--- config.mk ---
export PLATFORM = sky130hd
export DESIGN_NAME = key_event_arbiter
export DESIGN_NICKNAME = d
export VERILOG_FILES = /design/src/rtl/key_event_arbiter.sv
export SDC_FILE = /design/constraint.sdc
export NUM_CORES = 1
export LEC_CHECK = 0
export BUFFER_PORTS_ARGS = -buffer_cell sky130_fd_sc_hd__buf_2
export CAP_MARGIN = 30
export CORE_AREA = 2 2 110 112
export CTS_BUF_LIST = sky130_fd_sc_hd__clkbuf_2
export CTS_CLUSTER_SIZE = 10
export DETAILED_ROUTE_END_ITERATION = 10
export DIE_AREA = 0 0 112 114
export GPL_TIMING_DRIVEN = 0
export SKIP_LAST_GASP = 1
export SYNTH_ARGS = -nofsm -noshare
export SYNTH_HDL_FRONTEND = slang
export SYNTH_SLANG_ARGS = --single-unit
--- constraint.sdc ---
create_clock -name clk -period 5.4 [get_ports clk]
set_input_delay 1.62 -clock clk [delete_from_list [all_inputs] [get_ports clk]]
set_output_delay 1.62 -clock clk [all_outputs]
set_load 0.005 [all_outputs]
--- src/rtl/key_event_arbiter.sv ---
// key_event_arbiter: captures per-key press/release pulses as pending events,
// grants them round-robin into a single registered valid/ready slot, flags
// dropped events, and generates the periodic scan tick for the scan stage.
module key_event_arbiter #(
    parameter int unsigned N_KEY    = 5,
    parameter int unsigned SCAN_DIV = 2000000,
    parameter int unsigned CNT_W    = 21
) (
    input  logic             clk,
    input  logic             clr,
    input  logic [N_KEY-1:0] push_pulse,
    input  logic [N_KEY-1:0] release_pulse,
    output logic             scan_tick,
    output logic             evt_valid,
    input  logic             evt_ready,
    output logic [2:0]       evt_key,
    output logic             evt_type,
    output logic [N_KEY-1:0] pending,
    output logic             overflow,
    input  logic             ovf_clr
);

    localparam logic [CNT_W-1:0] CNT_LAST = CNT_W'(SCAN_DIV - 1);
    localparam logic [2:0]       RR_INIT  = 3'(N_KEY - 1);

    logic [CNT_W-1:0] cnt_q, cnt_d;
    logic             tick_q, tick_d;
    logic [N_KEY-1:0] press_q, press_d;
    logic [N_KEY-1:0] rel_q, rel_d;
    logic [N_KEY-1:0] ord_q, ord_d;     // 1: press is the older pending event
    logic [2:0]       rr_q, rr_d;
    logic             valid_q, valid_d;
    logic [2:0]       key_q, key_d;
    logic             type_q, type_d;
    logic             ovf_q, ovf_d;

    logic [N_KEY-1:0] req;
    logic [N_KEY-1:0] sel;
    logic [N_KEY-1:0] gnt_p;
    logic [N_KEY-1:0] gnt_r;
    logic [2:0]       idx;
    logic [2:0]       win_idx;
    logic             win_found;
    logic             win_type;
    logic             load;
    logic             grant;
    logic             drop;
    logic             rem_p;
    logic             rem_r;

    // Scan counter wraps at SCAN_DIV-1; tick fires the cycle after the wrap value.
    always_comb begin
        tick_d = (cnt_q == CNT_LAST);
        cnt_d  = (cnt_q == CNT_LAST) ? '0 : cnt_q + 1'b1;
    end

    // Round-robin search starting after the last granted key.
    always_comb begin
        req       = press_q | rel_q;
        win_found = 1'b0;
        win_idx   = '0;
        idx       = '0;
        for (int unsigned k = 1; k <= N_KEY; k++) begin
            idx = 3'((32'(rr_q) + k) % N_KEY);
            if (!win_found && req[idx]) begin
                win_found = 1'b1;
                win_idx   = idx;
            end
        end
        win_type = (press_q[win_idx] && rel_q[win_idx]) ? ord_q[win_idx] : press_q[win_idx];
        load     = !valid_q || evt_ready;
        grant    = load && win_found;
        sel      = '0;
        if (grant) begin
            sel[win_idx] = 1'b1;
        end
        gnt_p = win_type ? sel : '0;
        gnt_r = win_type ? '0 : sel;
    end

    // Pending capture, ordering and drop detection; a bit granted this cycle
    // is treated as free so a same-type pulse on that edge is retained.
    always_comb begin
        press_d = press_q;
        rel_d   = rel_q;
        ord_d   = ord_q;
        drop    = 1'b0;
        rem_p   = 1'b0;
        rem_r   = 1'b0;
        for (int unsigned i = 0; i < N_KEY; i++) begin
            rem_p      = press_q[i] & ~gnt_p[i];
            rem_r      = rel_q[i] & ~gnt_r[i];
            press_d[i] = rem_p | push_pulse[i];
            rel_d[i]   = rem_r | release_pulse[i];
            drop       = drop | (rem_p & push_pulse[i]) | (rem_r & release_pulse[i]);
            if (!rem_p && !rem_r) begin
                if (push_pulse[i] || release_pulse[i]) begin
                    ord_d[i] = push_pulse[i];
                end
            end else if (gnt_p[i] || gnt_r[i]) begin
                // Both were pending; the survivor is now the older one.
                ord_d[i] = ~win_type;
            end
        end
    end

    // Output slot load, round-robin pointer and sticky overflow.
    always_comb begin
        valid_d = valid_q;
        key_d   = key_q;
        type_d  = type_q;
        rr_d    = rr_q;
        if (load) begin
            valid_d = win_found;
            if (win_found) begin
                key_d  = win_idx;
                type_d = win_type;
                rr_d   = win_idx;
            end
        end
        ovf_d = drop | (ovf_q & ~ovf_clr);
    end

    // State registers with asynchronous active-high clear.
    always_ff @(posedge clk or posedge clr) begin
        if (clr) begin
            cnt_q   <= '0;
            tick_q  <= 1'b0;
            press_q <= '0;
            rel_q   <= '0;
            ord_q   <= '0;
            rr_q    <= RR_INIT;
            valid_q <= 1'b0;
            key_q   <= '0;
            type_q  <= 1'b0;
            ovf_q   <= 1'b0;
        end else begin
            cnt_q   <= cnt_d;
            tick_q  <= tick_d;
            press_q <= press_d;
            rel_q   <= rel_d;
            ord_q   <= ord_d;
            rr_q    <= rr_d;
            valid_q <= valid_d;
            key_q   <= key_d;
            type_q  <= type_d;
            ovf_q   <= ovf_d;
        end
    end

    assign scan_tick = tick_q;
    assign evt_valid = valid_q;
    assign evt_key   = key_q;
    assign evt_type  = type_q;
    assign pending   = press_q | rel_q;
    assign overflow  = ovf_q;

endmodule

Word level (Yosys, flattened, before mapping):

Index checks and enable logic that the tools add are counted.

* register bits after elaboration: 46

* div/mod/pow operators: 5
* bitwise gates (word level): 54
* mux-type cells: 48
* magnitude comparators: 7
* add/subtract/negate cells: 6
* reductions and logical operators: 49
* equal/unequal tests: 6

Operators with widths (number)
* 32-bit by 3-bit remainder unit with 32-bit output, second input constant: 5
* 1-bit two-way mux: 30
* 1-bit binary-select mux with 3-bit select: 8
* 3-bit by 4-bit < comparator with 1-bit output, second input constant: 6
* 21-bit by 1-bit adder with 21-bit output, second input constant: 1
* 1-bit bitwise AND: 21
* 21-bit equality test, second input constant: 1
* 21-bit two-way mux: 1
* 1-bit bitwise OR: 20
* 1-bit logical NOT: 15
* 3-bit two-way mux: 5
* 5-bit two-way mux: 3
* 1-bit logical AND: 12
* 1-bit inverter: 12
* 2-bit AND reduction: 6
* 1-bit logical OR: 11
* 2-bit by 1-bit inequality test with 1-bit output, second input constant: 5
* 2-bit nonzero test: 5
* 3-bit by 2-bit adder with 4-bit output, second input constant: 2
* 3-bit by 3-bit adder with 4-bit output, second input constant: 2
* 5-bit bitwise OR: 1
* 3-bit by 1-bit adder with 4-bit output, second input constant: 1
* 1-bit demux with 3-bit select: 1
* 3-bit by 1-bit greater-or-equal comparator with 1-bit output, second input constant: 1

Longest topological paths before layout:

Gate-level depths: netlist of run 1.

* depth in word-level cells: 36
* depth in mapped cells: 23
* depth with buffers taken out: 20

Least setup slack after synthesis of run 1:

No wires, ideal clock.

* path type: reg-to-reg
* start: register rr_q[0]
* end: register ord_q[2]
* data arrival time: 5106 ps
* required time: 5272 ps
* cell stages (with the launch flop): 23
* path slack: 166 ps
* library setup time: 128 ps
* path through: dfrtp_1 > buf_6 > inv_1 > clkbuf_1 > ha_1 > ha_1 > nor2_1 > a21oi_1 > xnor2_1 > ha_1 > nor2b_1 > a211o_1 > a21o_1 > a211o_1 > a211oi_1 > mux2i_1 > o31ai_2 > mux2_1 > o211ai_2 > nor2b_4 > buf_6 > a211oi_1 > mux2_1

* cells in the longest elaborated chain, start to end: 29
* elaborated cells between the ends (all ways): 69
* those cells by class: add/sub (5); div (5); order compare (2); eq/ne (1); mux (34); bitwise (5); reduce/logical (17)

RTL lines
* start, declared: RTL line 31 `logic [2:0] rr_q, rr_d;`
* start signal, assigned: RTL line 143 `rr_q <= rr_d;`
* 3-bit by 1-bit adder with 4-bit output: RTL line 64 `idx = 3'((32'(rr_q) + k) % N_KEY);`
* 32-bit by 3-bit remainder unit with 32-bit output: RTL line 64
* 1-bit binary-select mux with 3-bit select: RTL line 65 `if (!win_found && req[idx]) begin`
* 1-bit two-way mux (implied by the code): RTL line 65
* 1-bit two-way mux: RTL line 65
* 1-bit logical NOT: RTL line 65
* 1-bit logical AND: RTL line 65
* 1-bit two-way mux: RTL line 65
* [13 not listed]
* 5-bit two-way mux: RTL line 74 `if (grant) begin`
* 5-bit two-way mux, on equally long branches: RTL line 77, 78
* 1-bit inverter, on equally long branches: RTL line 91, 92
* 1-bit bitwise AND, on equally long branches: RTL line 91, 92
* 1-bit logical NOT: RTL line 96 `if (!rem_p && !rem_r) begin`
* 1-bit logical AND: RTL line 96
* 2-bit by 1-bit inequality test with 1-bit output (no source line) / 2-bit nonzero test (equally long branches)
* 2-bit AND reduction (no source line)
* end signal, assigned: RTL line 142 `ord_q <= ord_d;`
* end, declared: RTL line 30 `logic [N_KEY-1:0] ord_q, ord_d;`

Several ways; a longest one is shown, not always the timed one. The select of a mux whose other input is x is not followed.
A chain may end at the register's enable or synchronous reset.

Final worst setup path of run 1:

* start: register rr_q[0]
* end: register ord_q[0]

The elaborated chain is that of the path after synthesis.

==> results of run 1 <==
==> registers in the layout, indices dropped and copies added (netlist names) <==
register / flops
cnt_q: 21
ord_q: 5
press_q: 5
rel_q: 5
rr_q: 3
evt_key: 1
evt_type: 1
evt_valid: 1
overflow: 1
scan_tick: 1
==> kinds of logic (layout without fill, tap and decap cells) <==
| kind of cell | count (synthesis) | count (layout) | synth area share |
|---|---|---|---|
| adders and majority gates | 25 | 25 | 0.0694 |
| muxes | 20 | 20 | 0.0580 |
| xor gates and xnor gates | 26 | 26 | 0.0522 |
| AOI/OAI and AO/OA | 162 | 162 | 0.281 |
| and+or+nand+nor | 199 | 199 | 0.236 |
| DFF | 44 | 44 | 0.245 |
| buffers and inverters | 58 | 108 | 0.0594 |
==> cells in the final DEF (no fill, tap or decap), types with 6 or more instances in the layout <==
| cell | instances |
|---|---|
| inv_1 | 29 |
| nand4_1 | 7 |
| clkbuf_2 | 6 |
| ha_1 | 21 |
| nand3_1 | 21 |
| buf_6 | 6 |
| nor2_1 | 34 |
| o21ai_0 | 25 |
| xor2_1 | 6 |
| mux2i_1 | 10 |
| nand2_1 | 51 |
| nand2b_1 | 10 |
| a31oi_1 | 8 |
| inv_2 | 8 |
| a21o_1 | 9 |
| dfrtp_1 | 41 |
| a211oi_1 | 7 |
| and3_1 | 13 |
| a21oi_1 | 23 |
| nor2b_1 | 6 |
| xnor2_1 | 18 |
| clkbuf_1 | 6 |
| o22ai_1 | 8 |
| buf_4 | 19 |
| nor3_1 | 9 |
| buf_2 | 30 |
==> layout make-up <==
type                            instances  area (µm²)
Fill cell                            1206        6540
Multi-Input combinational cell        432        3270
Sequential cell                        44        1100
Timing Repair Buffer                   42         256
Tap cell                              147         184
Buffer                                 21         146
Inverter                               37         139
Clock inverter                          3        46.3
Clock buffer                            5        25.0
==> metal layers <==
metal / wire length (µm) / track usage / vias up
met5: 0 / 0 / -
met4: 125 / 0.0472 / 0
met3: 450 / 0.0202 / 13
met1: 5530 / 0.249 / 2074
met2: 5520 / 0.304 / 89
li1: - / - / 2078
==> timing repair <==
| item | CTS | global route |
|---|---|---|
| endpoints found under the setup margin | 20 | 12 |
| resized for setup | 14 | 21 |
| pin swaps | 3 | 9 |
| endpoints found under the hold margin | 0 | 0 |
| setup buffers | 3 | 14 |
==> worst max-delay path: cells and delay by family (launching register included) <==
family / cells / cell delay, ns
simple gates: 5 / 0.79
buf+inv: 4 / 0.65
fa+ha+maj: 3 / 0.60
xor+xnor: 2 / 0.38
compound gates: 10 / 2.07
flops: 1 / 0.50
==> stage by stage <==
| stage | TNS (ns) | util |
|---|---|---|
| global placement | -7.27 | 0.411 |
| finish | 0 | 0.442 |
| floorplan | 0 | - |
| detailed placement | -10.12 | 0.411 |
| CTS | 0 | 0.424 |
| global route | -0.0574 | 0.442 |
==> how the worst max path moves through the flow <==
stage / start / end / slack (ns) / cells after the start
2_1_floorplan: rr_q[0]$_DFFE_PP0N_ / ord_q[2]$_DFFE_PP0P_ / 0.17 / 22
3_3_place_gp: rr_q[0]$_DFFE_PP0N_ / overflow$_DFF_PP0_ / -0.70 / 22
3_5_place_dp: rr_q[0]$_DFFE_PP0N_ / ord_q[2]$_DFFE_PP0P_ / -0.85 / 22
4_1_cts: rr_q[2]$_DFFE_PP1N_ / overflow$_DFF_PP0_ / 0.05 / 22
5_1_grt: rr_q[0]$_DFFE_PP0N_ / overflow$_DFF_PP0_ / -0.03 / 23
6_report: rr_q[0]$_DFFE_PP0N_ / ord_q[0]$_DFFE_PP0P_ / 0.29 / 24
==> flow_metrics.tcl, run 1 <==
set metrics [dict create \
    wl_per_cell_um 15.9 \
    finClkSkew_ns 0.0211 \
    worst-r2r-cell-count 24 \
    cp_slowest_stage_delay_ns 0.50 \
    cp_slowest_cell "dfrtp_2" \
    num-nets-final 622 \
    post-route-period-util 0.947 \
    synth_seq_cells 44 \
    cp_max_fo 10 \
    status "completed" \
    grt_usage 0.181 \
    yosys.area.top_type "dfrtp_1" \
    root_buffer "clkbuf_2" \
    syn_nets 573 \
    ant_nets 0 \
    io_pins 26 \
    cts_buffers 5 \
    synth.area.top_cells "dfrtp_1 24%, ha_1 6.9%, nand2_1 4.2%, xnor2_1 3.7%, nor2_1 2.9%" \
    crit_path_start_kind "flip-flop" \
    synth_top_cell_area_share 0.239 \
    maxCapViolations 0 \
    synthToLayoutAreaGrowth_pct 14.8 \
    synth.avg_cell_area_um2 8.44 \
    place_inst 706 \
    row_count 40 \
    dp_hpwl_um 8670 \
    layout-drive-gt1-share 0.231 \
    synth_seq_area_share 0.245 \
    rsz0062_at_grt "yes" \
    clkSlewWorstSetupHoldPaths_ns 0.23 \
    fmax_ghz 0.196 \
    regToRegSetupSlack_ns 0.29 \
    fp.coreArea_mm2 0.0117 \
    hold_path_class "reg -> reg" \
    drt_iter0_drc 262 \
    fin_ws_ns 0.287 \
    antenna_found_initial 0 \
    dpl-instance-area_mm2 0.00482 \
    stdcell_count 731 \
    period_minus_slack_ns 5.11 \
    drc 0 \
    end_kind "flip-flop" \
    grt_max_degree 45 \
    syn_area_mm2 0.00451 \
    synth_common_cells "51 x nand2_1, 43 x dfrtp_1, 35 x nor2_1" \
    dieArea_mm2 0.0128 \
    path_cells "buf_6, ha_4, xor2_4, buf_6, ha_1, nor2_4, a21oi_2, xnor2_2, ha_2, nor2b_1, a211o_1, a21o_1, a211o_1, a211oi_2, a21oi_1, nor3b_2, and3_4, a211oi_4, buf_4, a221oi_4, nor2b_4, buf_6, a211o_1, a32o_1" \
    drv_slew 0 \
    cts.sinks 44 \
    r2r-end "ord_q[0]$_DFFE_PP0P_" \
    hold_viol_final 0 \
    reg2reg_from "rr_q[0]$_DFFE_PP0N_" \
    htree_levels 2 \
    ctsHoldBuffers 0 \
    synth_top_flop_cell "dfrtp_1" \
    setup_viol 0 \
    place_ws_ns -0.848 \
    cts_tree "yes" \
    required_ns 5.74 \
    grt_pass1_vias 4037 \
    place.gp.congestion 0.868 \
    syn-instance-count 534 \
    cts_buffer_depth 2 \
    die_y_um 114 \
    start_util 0.385 \
    gr-total-overflow 0 \
    grt_pass1_wl_um 19400 \
    synth-async-reset-ratio 1.00 \
    synth_most_common_cell "nand2_1" \
    holdPathEnd "cnt_q[4]$_DFF_PP0_" \
    viasPerCell 5.82 \
    worst_slew_pin_slew_ns 0.912 \
    hold_slack_ns 0.482 \
    hp-start "cnt_q[4]$_DFF_PP0_" \
    io_buffer_count 25 \
    synth.distinct_cells 96 \
    firstDrtPassIters 5 \
    synth.yosys.warnings 0 \
    worstPathArrival_ns 5.46 \
    path_class "reg -> reg" \
    hold_depth 1 \
    num_vias 4254 \
    synth_edf_count 0 \
    clk_latency_ns 0.44 \
    dieWidth_um 112 \
    design_area_mm2 0.00517 \
    drt_wl_total_um 11600 \
    timing.slew.headroom 0.391 \
    diodes 0 \
]
Power of run 1 is left out: the tool's default activity adds up to more than one toggle a clock period on the data nets, which glitch-free logic cannot reach.
==> run 2: changes to the inputs <==
CORE_AREA = 2 2 105 117   (was 2 2 110 112)
DIE_AREA = 0 0 107 119   (was 0 0 112 114)
==> run 2 against run 1 <==
Register-to-register slack got worse by 0.11 ns. Critical path type unchanged. Core utilization increased by 0.62 points. Clock skew increased by 0.0086 ns. Critical path depth decreased by 3. First-iteration DRC count decreased by 23%. Critical endpoint is now ord_q[1]$_DFFE_PP0P_. Cell count increased by 1.2%.
==> flow_metrics.tcl, run 2 (synthesis gave the netlist of run 1 again) <==
set metrics [dict create \
    status "completed" \
    hp-start "cnt_q[4]$_DFF_PP0_" \
    critPathBufInv 3 \
    place.gp.congestion 0.853 \
    num_vias 4254 \
    layout-drive-gt1-share 0.244 \
    final_cell_mix "51 x nand2_1, 41 x dfrtp_1, 34 x nor2_1" \
    grt_usage 0.186 \
    cts.sinks 44 \
    die_y_um 119 \
    drc 0 \
    htree_levels 2 \
    period_minus_slack_ns 5.23 \
    grt_max_degree 40 \
    hold_slack_ns 0.488 \
    hold_path_class "reg -> reg" \
    cts_buffers 5 \
    largest_reg_flops 21 \
    multiInputGateArea_mm2 0.00332 \
    cp_slowest_stage_delay_ns 0.49 \
    reg2reg_from "rr_q[0]$_DFFE_PP0N_" \
    io_buffer_count 25 \
    dieArea_mm2 0.0127 \
    path_cells "buf_6, inv_1, buf_8, ha_4, ha_1, nor2_4, a21oi_2, xnor2_2, ha_1, nor2b_1, a211o_1, a21o_1, a211o_1, a211oi_2, mux2i_1, o31ai_2, mux2_2, o211ai_2, nor2b_4, mux2_1, o22ai_1" \
    setup_viol 0 \
    layout.area.seq_mm2 0.00110 \
    place_ws_ns -0.865 \
    root_buffer "clkbuf_2" \
    row_count 42 \
    grt_pass1_wl_um 19500 \
    required_ns 5.77 \
    grt_pass1_vias 4064 \
    crit_family "compound AO/OA/AOI/OAI gates" \
    ant_nets 0 \
    io_pins 26 \
    drt_iter0_drc 202 \
    num-nets-final 623 \
    end_kind "flip-flop" \
    finClkSkew_ns 0.0297 \
    met1Wirelength_um 5440 \
    timing.slew.headroom 0.588 \
    cts_tree "yes" \
    post-route-period-util 0.968 \
    n_fill_cell 1186 \
    top_register "cnt_q" \
    r2r-end "ord_q[1]$_DFFE_PP0P_" \
    dp_hpwl_um 8840 \
    cp_max_fo 13 \
    gr-total-overflow 0 \
    crit_path_start_kind "flip-flop" \
    fin_ws_ns 0.174 \
    path_class "reg -> reg" \
    cts_buffer_depth 2 \
    start_util 0.385 \
    final_util 0.448 \
    worst-r2r-cell-count 21 \
    wl_met2_um 5880 \
    clk_latency_ns 0.46 \
    dieWidth_um 107 \
    wl_per_cell_um 16.0 \
    worst_slew_pin_slew_ns 0.615 \
    layout_commonest_cell "nand2_1" \
    fmax_ghz 0.191 \
    worstPathArrival_ns 5.60 \
    clkSlewWorstSetupHoldPaths_ns 0.26 \
    drv_slew 0 \
    holdPathEnd "cnt_q[4]$_DFF_PP0_" \
    hold_depth 1 \
    synthToLayoutAreaGrowth_pct 16.5 \
    firstDrtPassIters 5 \
    setup_tns_ns 0 \
    antenna_found_initial 1 \
    ctsHoldBuffers 0 \
    met3_length_um 434 \
    cp_slowest_cell "dfrtp_2" \
    regToRegSetupSlack_ns 0.17 \
    hold_viol_final 0 \
    drt_wl_total_um 11900 \
    top_layer_used "met4" \
    fp.coreArea_mm2 0.0117 \
    viasPerCell 5.75 \
    maxCapViolations 0 \
]
[run 2: layer usage]
metal	vias up	track usage
met2	103	0.318
li1	2078	-
met3	6	0.0213
met1	2067	0.247
met5	-	0
met4	0	0.0503
[run 2: layout make-up]
type / instances / share of cell area
Buffer: 21 / 0.0284
Tap cell: 154 / 0.0367
Inverter: 37 / 0.0264
Antenna cell: 1 / 0.000477
Sequential cell: 44 / 0.210
Clock inverter: 3 / 0.00810
Multi-Input combinational cell: 432 / 0.633
Clock buffer: 5 / 0.00477
Timing Repair Buffer: 43 / 0.0519
[run 2: worst max-delay path by stage]
stage	depth (start not counted)	start	to
after global placement	22	rr_q[0]$_DFFE_PP0N_	ord_q[2]$_DFFE_PP0P_
after global routing	22	rr_q[0]$_DFFE_PP0N_	ord_q[2]$_DFFE_PP0P_
after detailed placement	22	rr_q[0]$_DFFE_PP0N_	ord_q[2]$_DFFE_PP0P_
after floorplan	22	rr_q[0]$_DFFE_PP0N_	ord_q[2]$_DFFE_PP0P_
final	21	rr_q[0]$_DFFE_PP0N_	ord_q[1]$_DFFE_PP0P_
after CTS	21	rr_q[2]$_DFFE_PP1N_	ord_q[2]$_DFFE_PP0P_
[run 2: metrics by stage]
stage,cell area (µm²),std cells
after global routing,5250,740
after CTS,5000,727
after detailed placement,4850,714
final,5250,740
after global placement,4830,713
after floorplan,4510,534
[run 2: worst reg2reg max path, stage by stage (launching register included)]
cell      delay, ns
dfrtp_2        0.49
buf_6          0.16
inv_1          0.11
buf_8          0.17
ha_4           0.24
ha_1           0.25
nor2_4         0.16
a21oi_2        0.09
xnor2_2        0.19
ha_1           0.24
nor2b_1        0.15
a211o_1        0.26
a21o_1         0.22
a211o_1        0.32
a211oi_2       0.31
mux2i_1        0.18
o31ai_2        0.28
mux2_2         0.40
o211ai_2       0.17
nor2b_4        0.23
mux2_1         0.34
o22ai_1        0.19
[run 2: timing repair]
action                     CTS  global route
gates resized for setup     12            36
setup endpoints to repair   19            14
pin swaps                    2            16
setup buffers                5            12
Power of run 2 is left out for the same reason.
